### config.mk
export PLATFORM = sky130hd
export DESIGN_NAME = keypad_scanner
export DESIGN_NICKNAME = d
export VERILOG_FILES = /design/src/rtl/keypad_pkg.sv /design/src/rtl/sync_2ff.sv /design/src/rtl/keypad_scanner.sv
export SDC_FILE = /design/constraint.sdc
export NUM_CORES = 1
export LEC_CHECK = 0
export ABC_CLOCK_PERIOD_IN_PS = 4000
export CORE_UTILIZATION = 30
export DETAILED_ROUTE_END_ITERATION = 6
export PLACE_DENSITY_LB_ADDON = 0.2
export SLEW_MARGIN = 10
export SYNTH_ARGS = -nofsm -noshare
export SYNTH_HDL_FRONTEND = slang
export SYNTH_SLANG_ARGS = --single-unit
export TNS_END_PERCENT = 100
### constraint.sdc
create_clock -name clk -period 4 [get_ports clk]
set_input_delay 1.2 -clock clk [delete_from_list [all_inputs] [get_ports clk]]
set_output_delay 1.2 -clock clk [all_outputs]
set_load 0.01 [all_outputs]
### src/rtl/keypad_pkg.sv
// Shared types and helpers for the 4x4 matrix keypad scanner.
// Key codes are {row, col}, so the accepted code equals 4*row + col.
package keypad_pkg;

   localparam int unsigned NUM_ROWS = 4;
   localparam int unsigned NUM_COLS = 4;
   localparam int unsigned ROW_W    = $clog2(NUM_ROWS);
   localparam int unsigned COL_W    = $clog2(NUM_COLS);

   typedef enum logic [1:0] {SCAN, DEBOUNCE, HELD, RELEASE} kp_state_t;

   typedef logic [3:0] key_code_t;

   typedef struct packed {
      logic [ROW_W-1:0] row;
      logic [COL_W-1:0] col;
   } kp_cand_t;

   // Row pattern seen when only the given row is pulled low
   function automatic logic [NUM_ROWS-1:0] row_pattern(input logic [ROW_W-1:0] row);
      return ~(NUM_ROWS'(1) << row);
   endfunction

   function automatic logic single_low(input logic [NUM_ROWS-1:0] rows);
      return $countones(~rows) == 1;
   endfunction

   function automatic logic [ROW_W-1:0] low_row_index(input logic [NUM_ROWS-1:0] rows);
      logic [ROW_W-1:0] idx;
      idx = '0;
      for (int i = 0; i < int'(NUM_ROWS); i++) begin
         if (!rows[i]) idx = ROW_W'(i);
      end
      return idx;
   endfunction

endpackage

### src/rtl/sync_2ff.sv
// Two-flop synchronizer for asynchronous level inputs.
module sync_2ff #(
   parameter int unsigned      WIDTH     = 1,
   parameter logic [WIDTH-1:0] RESET_VAL = '0
) (
   input  logic             clk,
   input  logic             reset,
   input  logic [WIDTH-1:0] d,
   output logic [WIDTH-1:0] q
);

   logic [WIDTH-1:0] meta;

   always_ff @(posedge clk) begin
      if (reset) begin
         meta <= RESET_VAL;
         q    <= RESET_VAL;
      end else begin
         meta <= d;
         q    <= meta;
      end
   end

endmodule

### src/rtl/keypad_scanner.sv
// Scans a 4x4 active-low keypad one column at a time and reports a debounced key.
// A key is reported once per press; no second key is accepted until all rows are released.
module keypad_scanner
   import keypad_pkg::*;
#(
   parameter int unsigned SCAN_DIV        = 50000,
   parameter int unsigned DEBOUNCE_CYCLES = 1000000
) (
   input  logic                clk,
   input  logic                reset,
   input  logic [NUM_ROWS-1:0] row_n,
   output logic [NUM_COLS-1:0] col_n,
   output key_code_t           key,
   output logic                ready,
   output logic                key_strobe
);

   localparam int unsigned SLOT_W = (SCAN_DIV > 1) ? $clog2(SCAN_DIV) : 1;
   localparam int unsigned DEB_W  = (DEBOUNCE_CYCLES > 1) ? $clog2(DEBOUNCE_CYCLES) : 1;
   localparam logic [SLOT_W-1:0] SLOT_LAST = SLOT_W'(SCAN_DIV - 1);
   localparam logic [DEB_W-1:0]  DEB_LAST  = DEB_W'(DEBOUNCE_CYCLES - 1);

   kp_state_t           state, state_nxt;
   logic [NUM_ROWS-1:0] rs;
   logic [SLOT_W-1:0]   slot_cnt, slot_nxt;
   logic [DEB_W-1:0]    deb_cnt, deb_nxt;
   logic [COL_W-1:0]    col_idx, col_nxt;
   kp_cand_t            cand, cand_nxt;
   key_code_t           key_nxt;
   logic                ready_nxt;
   logic                strobe_nxt;

   logic slot_done;
   logic deb_done;
   logic one_low;
   logic cand_match;
   logic all_up;

   sync_2ff #(
      .WIDTH     (NUM_ROWS),
      .RESET_VAL ('1)
   ) u_row_sync (
      .clk   (clk),
      .reset (reset),
      .d     (row_n),
      .q     (rs)
   );

   assign slot_done  = (slot_cnt == SLOT_LAST);
   assign deb_done   = (deb_cnt == DEB_LAST);
   assign one_low    = single_low(rs);
   assign cand_match = (rs == row_pattern(cand.row));
   assign all_up     = (rs == '1);

   // State register
   always_ff @(posedge clk) begin
      if (reset) state <= SCAN;
      else       state <= state_nxt;
   end

   // Next-state logic
   always_comb begin
      state_nxt = state;
      case (state)
         SCAN: begin
            if (slot_done && one_low) state_nxt = DEBOUNCE;
         end
         DEBOUNCE: begin
            if (!cand_match)   state_nxt = SCAN;
            else if (deb_done) state_nxt = HELD;
         end
         HELD: begin
            if (!cand_match) state_nxt = RELEASE;
         end
         RELEASE: begin
            if (all_up && deb_done) state_nxt = SCAN;
         end
         default: state_nxt = SCAN;
      endcase
   end

   // Counter, candidate and output next values; the column only moves in SCAN or on abort/release
   always_comb begin
      slot_nxt   = slot_cnt;
      deb_nxt    = deb_cnt;
      col_nxt    = col_idx;
      cand_nxt   = cand;
      key_nxt    = key;
      ready_nxt  = ready;
      strobe_nxt = 1'b0;
      case (state)
         SCAN: begin
            if (slot_done) begin
               slot_nxt = '0;
               if (one_low) begin
                  cand_nxt.row = low_row_index(rs);
                  cand_nxt.col = col_idx;
                  deb_nxt      = '0;
               end else begin
                  col_nxt = col_idx + COL_W'(1);
               end
            end else begin
               slot_nxt = slot_cnt + SLOT_W'(1);
            end
         end
         DEBOUNCE: begin
            if (!cand_match) begin
               deb_nxt  = '0;
               slot_nxt = '0;
               col_nxt  = col_idx + COL_W'(1);
            end else if (deb_done) begin
               deb_nxt    = '0;
               key_nxt    = key_code_t'(cand);
               ready_nxt  = 1'b1;
               strobe_nxt = 1'b1;
            end else begin
               deb_nxt = deb_cnt + DEB_W'(1);
            end
         end
         HELD: begin
            ready_nxt = 1'b1;
            if (!cand_match) deb_nxt = '0;
         end
         RELEASE: begin
            if (!all_up) begin
               deb_nxt = '0;
            end else if (deb_done) begin
               deb_nxt   = '0;
               ready_nxt = 1'b0;
               slot_nxt  = '0;
               col_nxt   = col_idx + COL_W'(1);
            end else begin
               deb_nxt = deb_cnt + DEB_W'(1);
            end
         end
         default: begin
            slot_nxt = '0;
            deb_nxt  = '0;
         end
      endcase
   end

   // Datapath and output registers
   always_ff @(posedge clk) begin
      if (reset) begin
         slot_cnt   <= '0;
         deb_cnt    <= '0;
         col_idx    <= '0;
         cand       <= '0;
         key        <= '0;
         ready      <= 1'b0;
         key_strobe <= 1'b0;
         col_n      <= 4'b1110;
      end else begin
         slot_cnt   <= slot_nxt;
         deb_cnt    <= deb_nxt;
         col_idx    <= col_nxt;
         cand       <= cand_nxt;
         key        <= key_nxt;
         ready      <= ready_nxt;
         key_strobe <= strobe_nxt;
         col_n      <= ~(NUM_COLS'(1) << col_nxt);
      end
   end

endmodule
==> results.md <==
* Fmax at 0.341 GHz
* Vias in the first global route at 2223
* Setup Buffers After CTS at 0
* Via density at 4.83
* Metal-1 WL at 3270 um
* Core box area at 9770 sq um
* Pint at 1.01 mW
* Synth Flop Type: dfxtp_1
* Max-slew violation count at 0
* Max clock buf depth at 2
* Largest family of logic cells by synthesized area: simple AND/OR/NAND/NOR gates
* Layout cells sized above 1 at 11.3%
* Final routed DRC violation total at 0
* Uppermost layer routed: met4
* RSZ-0062 raised after global routing: no
* Critical path class: flop to flop
* Synth area leaders: dfxtp_1 (41%), xor2_1 (5.5%), nor2_1 (4.3%)
* Library cells used by synthesis at 58
* # setup viols final at 0
* DP Area at 3260 sq um
* Met3 routed WL at 148 um
* Die extent in y at 102 um
* Area growth syn-to-layout at 14.7%
* Fin area at 3470 sq um
* Reg clk slew, reported paths at 70 ps
* Routed WL at 6130 um
* # port buffers at 15
* Root Buffer: clkbuf_8
* Wire per inst at 12.3 um
* Final antenna-violating net count at 0
* Synthesized area per cell at 8.78 sq um
* CP endpoint kind: flop
* Hold slack final at 407 ps
* Seq/Total Area, Yosys at 41.0%
* First-pass GRT wire length at 10500 um
* Dominant cell type by area after synthesis: dfxtp_1
* Worst min path class: flop to flop
* Final critical-path share of the clock period at 73.4%
* Largest net degree at the start of global routing at 23
* Number of diodes at 0
* Clock Latency Late Sink at 340 ps
* Post-CTS Hold Buffers at 0
* Placed instance count at 481
* FF+latch count, synth at 62
* Syn_nets at 357
* Sequential power share at 49.5%
* DRT Pass-1 Iters at 4
* Mux share of post-synthesis cell area at 1.36%
* Total GRT Usage at 13.0%
* Via count at 2400
* Synth Cell Area at 3030 sq um
* Critical Path AT at 3200 ps
* Post-synth EDFFs at 0
* Final Instance Count excl. Fillers at 497
* Worst VDD drop at 0.154 mV
* Synth Area in Adders at 2.73%
* H-tree depth at 3
* Status: finished clean
* Post-layout min period at 2930 ps
* Sw Ratio at 20.9%
* Placer congestion estimate at 0.800
* CTS tree: built
* Final Total Pwr at 1.28 mW
* I/O Pins at 16
* Top-area cell type share of the netlist area at 41.0%
* Clock skew at 7.25 ps
* Worst-margin pin slew at 1210 ps
* CTS Buf Count at 9
* Fraction of registers with async set/reset at 0%
* Type of origin of the critical path: flop
* Power Density at 367 nW/um^2
* Fin Setup TNS at 0 ps
* Cells after Synth at 345
* Switching power at 0.267 mW
* Die area at 10500 sq um
* Hold Path Stages at 1
* Clock share of power at 47.4%
* Hpwl dp at 4200 um
* Synthesis Warnings at 0
* Max_cap viols at 0
* Die span in x at 102 um
* Post-Synth Simple-Gate Area at 30.4%
* Sink Count at 62
* FP Rows at 36
* Post_cts resized at 0
* Overflow after GRT at 0
* Post-synthesis compound-gate area fraction at 13.1%
* DR iter-0 viols at 77
* CP Max Fanout at 11
* Post-Synth XOR/XNOR Area at 6.65%
* Layout Nets at 371
* Initial Util at 31.0%
* Met2 WL at 2630 um
* Commonest cells after routing, fill and taps aside: dfxtp_1 (62), nor2_1 (35), nand2_1 (29), a21oi_1 (21), o21ai_0 (21)
* Req. time, crit path at 4270 ps
* R2R depth at 10
* Static leakage at 1.26 nW
* Final hold vios at 0
* Most common cell after layout, fill and taps aside: dfxtp_1
* Slew headroom at 18.9%
* Combinational Power Share at 3.2%
* Initial antenna violation count at 0
==> critical path: stages (launching register included) <==
cell     delay, ps
dfxtp_1        360
fa_1           540
inv_1           40
ha_1           170
ha_1           260
nor2_1         100
nand2_1        100
o21ai_2        340
nand3_1        350
or3_1          470
a21oi_1        140
==> power by group through the flow <==
stage                     combinational [mW]  sequential, mW  clock (mW)
after floorplan                       0.0271           0.644           0
after global placement                0.0410           0.644           0
after detailed placement              0.0412           0.645           0
after CTS                             0.0412           0.630       0.625
after global routing                  0.0464           0.631       0.653
final                                 0.0406           0.631       0.604
==> metal layers <==
layer | vias to the layer above | global-route usage, %
met4 | 0 | 4.95
met2 | 22 | 19.1
li1 | 1253 | -
met5 | - | 0
met3 | 8 | 3.90
met1 | 1117 | 17.8
==> metrics by stage <==
step,worst slack (ps),utilization [%]
2_1_floorplan,1510,-
3_3_place_gp,1090,33.3
3_5_place_dp,1050,33.3
4_1_cts,1030,35.5
5_1_grt,812,35.5
6_report,1070,35.5
==> path summary, 6_finish.rpt <==
path	start	to	slack [ps]
worst max-delay path	u_row_sync.q[0]	deb_cnt[13]	1070
worst min register to register	u_row_sync.meta[1]	u_row_sync.q[1]	410
worst max register to register	u_row_sync.q[0]	deb_cnt[13]	1070
worst min-delay path	u_row_sync.meta[1]	u_row_sync.q[1]	410
==> flip-flops by register name, indices dropped and copies added, names as in the netlist, named ones only <==
name,flops
u_row_sync.q,4
col_idx,2
state,1
key_strobe,1
slot_cnt,16
u_row_sync.meta,4
deb_cnt,20
ready,1
cand,4
col_n,4
key,4
==> cell families (layout without fill, tap and decap cells) <==
kind of cell | count (synthesis) | after routing
AOI/OAI and AO/OA | 62 | 62
DFF | 62 | 62
and+or+nand+nor | 164 | 164
adders and majority gates | 6 | 6
xor gates and xnor gates | 23 | 23
muxes | 4 | 4
buffers and inverters | 24 | 43
==> area by class of cell <==
cell class	instances	area (sq um)
clock buffers	12	145
clock inverters	4	70.1
fillers	1023	6300
inverters	9	33.8
multi-input cells	259	1640
flip-flops and latches	62	1240
well taps	133	166
repair buffers	18	173
==> cells in the mapped netlist (2+ instances only) <==
master / n
clkbuf_1: 3
nor2_1: 35
nor3_1: 5
a21o_1: 2
buf_6: 3
clkbuf_8: 2
nand2_1: 29
a211oi_1: 2
or3b_1: 3
and4_2: 2
xor2_1: 19
and3_2: 2
and4b_1: 2
mux2i_1: 3
nand3b_1: 5
and3_1: 11
o21ai_0: 21
nor4b_1: 4
inv_1: 9
a21oi_1: 21
nor2b_1: 2
nand3_1: 20
nand4_1: 10
buf_2: 6
and2_1: 2
or3_1: 12
and2_2: 2
o2111ai_1: 3
xnor2_1: 4
or2_2: 8
dfxtp_1: 62
ha_1: 5
Note: power is estimated with default switching activity, not from simulation.
